<file path="config.mk">
export PLATFORM = sky130hd
export DESIGN_NAME = ps2_kbd_rx
export DESIGN_NICKNAME = d
export VERILOG_FILES = /design/src/rtl/ps2_kbd_rx.sv
export SDC_FILE = /design/constraint.sdc
export NUM_CORES = 1
export LEC_CHECK = 0
export CAP_MARGIN = 10
export CORE_UTILIZATION = 62
export CTS_BUF_LIST = sky130_fd_sc_hd__clkbuf_8
export CTS_CLUSTER_DIAMETER = 40
export DETAILED_ROUTE_END_ITERATION = 8
export GPL_TIMING_DRIVEN = 0
export PLACE_DENSITY = 0.81
export SYNTH_ARGS = -nofsm -noshare
export SYNTH_HDL_FRONTEND = slang
export SYNTH_SLANG_ARGS = --single-unit
</file>
<file path="constraint.sdc">
create_clock -name clk -period 3.5 [get_ports clk]
set_input_delay 0.875 -clock clk [delete_from_list [all_inputs] [get_ports clk]]
set_output_delay 0.875 -clock clk [all_outputs]
set_load 0.01 [all_outputs]
</file>
<file path="src/rtl/ps2_kbd_rx.sv">
// PS/2 keyboard receiver: synchronizes the raw ps2_clk/ps2_data pins,
// deserializes 11-bit frames, checks start/stop/odd parity and buffers
// good bytes in a small circular FIFO popped with a one-cycle strobe.
module ps2_kbd_rx #(
  parameter int FIFO_DEPTH = 8,
  parameter int TIMEOUT    = 50000
) (
  input  logic                          clk,
  input  logic                          rst,
  input  logic                          ps2_clk,
  input  logic                          ps2_data,
  input  logic                          rd_en,
  output logic [7:0]                    data,
  output logic                          ready,
  output logic [$clog2(FIFO_DEPTH):0]   count,
  output logic                          overflow,
  output logic                          frame_err
);

  localparam int AW = $clog2(FIFO_DEPTH);
  localparam int TW = $clog2(TIMEOUT + 1);

  typedef enum logic [1:0] {IDLE, RECV, CHECK} state_t;

  // ---------------------------------------------------------------------
  // Input synchronizers (idle bus reads as all ones)
  // ---------------------------------------------------------------------
  logic [2:0] clk_sync_reg;
  logic [2:0] data_sync_reg;

  // Three-flop synchronizer chains for both pins.
  always_ff @(posedge clk) begin
    if (rst) begin
      clk_sync_reg  <= 3'b111;
      data_sync_reg <= 3'b111;
    end else begin
      clk_sync_reg  <= {clk_sync_reg[1:0], ps2_clk};
      data_sync_reg <= {data_sync_reg[1:0], ps2_data};
    end
  end

  // Falling edge seen on the two oldest stages; data taken from the
  // stage of the same age as the newer clock sample.
  logic fall;
  logic bit_in;
  assign fall   = clk_sync_reg[2] & ~clk_sync_reg[1];
  assign bit_in = data_sync_reg[1];

  // ---------------------------------------------------------------------
  // Frame receiver FSM
  // ---------------------------------------------------------------------
  state_t          state_reg, state_next;
  logic [3:0]      bit_cnt_reg, bit_cnt_next;
  logic [10:0]     shift_reg, shift_next;
  logic [TW-1:0]   to_cnt_reg, to_cnt_next;

  // Receiver state register.
  always_ff @(posedge clk) begin
    if (rst) begin
      state_reg   <= IDLE;
      bit_cnt_reg <= 4'd0;
      shift_reg   <= 11'd0;
      to_cnt_reg  <= '0;
    end else begin
      state_reg   <= state_next;
      bit_cnt_reg <= bit_cnt_next;
      shift_reg   <= shift_next;
      to_cnt_reg  <= to_cnt_next;
    end
  end

  // Next-state logic: bits enter at the top so after 11 shifts the start
  // bit sits in [0], data in [8:1], parity in [9] and stop in [10].
  always_comb begin
    state_next   = state_reg;
    bit_cnt_next = bit_cnt_reg;
    shift_next   = shift_reg;
    to_cnt_next  = to_cnt_reg;
    case (state_reg)
      IDLE: begin
        bit_cnt_next = 4'd0;
        to_cnt_next  = '0;
        if (fall && !bit_in) begin
          state_next   = RECV;
          bit_cnt_next = 4'd1;
          shift_next   = {bit_in, shift_reg[10:1]};
        end
      end
      RECV: begin
        if (fall) begin
          shift_next   = {bit_in, shift_reg[10:1]};
          bit_cnt_next = bit_cnt_reg + 4'd1;
          to_cnt_next  = '0;
          if (bit_cnt_reg == 4'd10) begin
            state_next = CHECK;
          end
        end else if (to_cnt_reg == TW'(TIMEOUT - 1)) begin
          // Keyboard went quiet mid-frame: abandon it silently.
          state_next   = IDLE;
          bit_cnt_next = 4'd0;
          to_cnt_next  = '0;
        end else begin
          to_cnt_next = to_cnt_reg + 1'b1;
        end
      end
      CHECK: begin
        state_next   = IDLE;
        bit_cnt_next = 4'd0;
        to_cnt_next  = '0;
      end
      default: begin
        state_next   = IDLE;
        bit_cnt_next = 4'd0;
        to_cnt_next  = '0;
      end
    endcase
  end

  logic frame_ok;
  logic push_req;
  assign frame_ok  = ~shift_reg[0] & shift_reg[10] & (^shift_reg[9:1]);
  assign push_req  = (state_reg == CHECK) & frame_ok;
  assign frame_err = (state_reg == CHECK) & ~frame_ok;

  // ---------------------------------------------------------------------
  // Byte FIFO
  // ---------------------------------------------------------------------
  logic [7:0]    mem [FIFO_DEPTH];
  logic [AW-1:0] wr_ptr_reg;
  logic [AW-1:0] rd_ptr_reg;
  logic [AW:0]   count_reg;
  logic          overflow_reg;

  logic full;
  logic pop;
  logic push;
  assign full = (count_reg == (AW + 1)'(FIFO_DEPTH));
  assign pop  = rd_en & (count_reg != '0);
  // A pop on the same cycle frees the slot a full FIFO would otherwise lack.
  assign push = push_req & (~full | pop);

  // Storage write port.
  always_ff @(posedge clk) begin
    if (push) begin
      mem[wr_ptr_reg] <= shift_reg[8:1];
    end
  end

  // Pointer, occupancy and sticky overflow bookkeeping.
  always_ff @(posedge clk) begin
    if (rst) begin
      wr_ptr_reg   <= '0;
      rd_ptr_reg   <= '0;
      count_reg    <= '0;
      overflow_reg <= 1'b0;
    end else begin
      if (push) wr_ptr_reg <= wr_ptr_reg + 1'b1;
      if (pop)  rd_ptr_reg <= rd_ptr_reg + 1'b1;
      if (push && !pop)      count_reg <= count_reg + 1'b1;
      else if (pop && !push) count_reg <= count_reg - 1'b1;
      if (push_req && full && !pop) overflow_reg <= 1'b1;
    end
  end

  assign ready    = (count_reg != '0);
  assign count    = count_reg;
  assign overflow = overflow_reg;
  assign data     = ready ? mem[rd_ptr_reg] : 8'h00;

endmodule

</file>
==> results of run 1 <==
-- through the flow --
step	std cells	hold WS, ns	utilization	setup TNS (ns)	instance area, sq um
floorplan	356	0.3895	-	0	4825
global placement	473	0.3946	0.6959	0	5129
detailed placement	473	0.4000	0.6959	-0.04090	5129
CTS	505	0.4162	0.7489	0	5519
global route	504	0.4297	0.7528	0	5548
finish	504	0.4116	0.7528	0	5548
-- worst paths after layout --
check	to	slack (ns)	cells past startpoint
max	frame_err	0.15	6
min	clk_sync_reg[1]	0.41	1
max reg2reg	count[3]	0.25	13
min reg2reg	clk_sync_reg[1]	0.41	1
-- cell usage after synthesis, types with 2 or more instances --
master and instances:
mux4_2 16, xnor2_1 13, o21ai_0 4, mux2i_1 20, and3_1 2, a21o_1 2, a21oi_1 8, a31oi_1 3
nand3_1 8, buf_2 4, nor2b_1 4, and4b_1 3, nand2b_1 6, nor3_1 9, or3_1 2, and2_1 2
xor2_1 9, edfxtp_1 64, or2_2 5, nor2_1 58, and4_1 3, ha_1 8, inv_1 8, mux2_1 2
nand3b_1 2, dfxtp_1 52, nand2_1 10, nand4_1 4, clkbuf_1 6
-- routing by layer --
layer	global-route usage	up-vias	wire (um)
met5	0	-	0
met4	0.09274	0	82
li1	-	1371	-
met2	0.3817	60	4357
met1	0.2965	1397	3753
met3	0.05922	6	321
-- kinds of logic after synthesis --
group / synth area share
buffers and inverters: 0.01815
multiplexers: 0.1209
AO/OA/AOI/OAI: 0.02619
flip-flops: 0.6141
adder cells (fa/ha/maj): 0.02490
XOR/XNOR: 0.05394
AND/OR/NAND/NOR: 0.1419
-- power by group --
part           internal (mW)  leakage [nW]  switching, mW  total (mW)
Combinational          0.325         0.743          0.277       0.601
Clock                  0.624         0.190          0.530        1.15
Sequential              1.45          1.02         0.0447        1.50
-- area by class of cell --
cell class / count / area share
Tap cell: 99 / 0.02233
Clock inverter: 15 / 0.02548
Multi-Input combinational cell: 220 / 0.3248
Timing Repair Buffer: 18 / 0.03248
Sequential cell: 116 / 0.5359
Clock buffer: 17 / 0.04217
Buffer: 11 / 0.01150
Inverter: 8 / 0.005413
-- what timing repair did --
action	CTS	global route
setup endpoints to repair	10	10
gates resized for setup	5	8
pin swaps	0	0
cloned	0	0
-- critical path, cell delays in order, from the launching register on --
cell and delay, ns:
dfxtp_4 0.41, xor2_1 0.15, xnor3_2 0.48, xnor2_4 0.25
nor2_1 0.08, nor2_1 0.12, clkdlybuf4s50_1 0.56
==> results.txt, run 1 <==
Status: completed
Tcrit/Tclk final: 0.9578
Clock Skew: 0.01169 ns
Max Root-Sink Buffers: 2
Die area: 0.008139 sq mm
Worst Setup Path Type: reg -> out
Hold path startpoint: clk_sync_reg[0]
VDD IR-drop max: 417.5 uV
Drt total wl: 8.515 mm
Net Count, Synth: 370
Commonest non-fill, non-tap cell in the layout: edfxtp_1
Synth top area cells: edfxtp_1 (40%), dfxtp_1 (22%), mux4_2 (7.5%)
Pwr dens: 585.9 mW/mm^2
Area growth syn-to-layout: 14.99%
Post-DRT Antenna Nets: 0
Mean area per synthesized cell: 13.55 sq um
Gr usage total: 0.2324
# fillers: 475
Wire per inst: 16.89 um
Max Cap Viol: 0
Worst EP required: 2.62 ns
Final WS setup: 0.1479 ns
Final Power: 3.250 mW
Final HPWL DP: 5.666 mm
# H-tree levels: 4
Worst setup EP type: output pin
Relative slew slack: 0.5149
Fin. Hold Viols: 0
Post-Syn Area: 0.004825 sq mm
DRC: 0
Post-synthesis cell count: 356
Type of the tightest min-delay check: reg -> reg
EDFF count, synth: 64
Post-CTS Hold Buffers: 0
Synth area leader: edfxtp_1
First-pass GRT wire length: 14.12 mm
Area of the multi-input gates: 0.001802 sq mm
Die X-Extent: 90.22 um
Sequential area share after synthesis: 0.6141
Min cycle time layout: 3.352 ns
Setup bufs post-CTS: 0
RR Startpoint: shift_reg[5]
CP arrival: 2.48 ns
Beginning of the critical path: shift_reg[5]
Endpoints failing setup: 0
CTS tree: done
Routability congestion estimate: 0.8015
First drt pass iteration count: 4
Synth Warn #: 0
Area occupied by registers: 0.002973 sq mm
Ant. Diodes: 0
Starting DRT DRC Count: 196
Leakage: 1.950 nW
Worst-path clk slew: 0.07 ns
Core Region: 0.007370 sq mm
Vias: 2834
Fin. max-slew vios: 0
Synth cell types: 48
Yosys top cell area share: 0.3983
Ys flop type: edfxtp_1
RSZ-0062 raised after global routing: no
Num CTS Buffers: 17
Worst-Skew Late Latency: 0.41 ns
Pre-CTS WS: -0.04090 ns
# rows: 31
Via density: 5.623
Root buffer cell: clkbuf_8
Initial antenna violation count: 0
IO Pins: 20
Commonest cells after routing, fill and taps aside: edfxtp_1 (64), nor2_1 (58), dfxtp_1 (48)
Layout cells sized above 1: 0.1704
Initial core utilization: 0.6547
Vias in the first global route: 2844
Die H: 90.22 um
Fmax: 0.2983 GHz
Port bufs: 18
Register bit count reported by yosys: 116
CP Max Fanout: 11
Slew of the pin with the lowest slew margin: 0.7223 ns
Nets: 406
Grt ovf: 0
Max reg flops: 64
Clock sinks: 116
Async S/R FF share, synth: 0
Largest net degree at the start of global routing: 17
Critical Path Start Type: flop
Power figures use the tool's default switching activity.
==> run 2: changes to the inputs <==
--- a/config.mk
+++ b/config.mk
@@ -11,6 +11,7 @@
 export CTS_CLUSTER_DIAMETER = 40
 export DETAILED_ROUTE_END_ITERATION = 8
 export GPL_TIMING_DRIVEN = 0
+export HOLD_SLACK_MARGIN = 0.08
 export PLACE_DENSITY = 0.81
 export SYNTH_ARGS = -nofsm -noshare
 export SYNTH_HDL_FRONTEND = slang
==> results of run 2 <==
No change in the layout: final DEF, timing and power equal those of run 1.
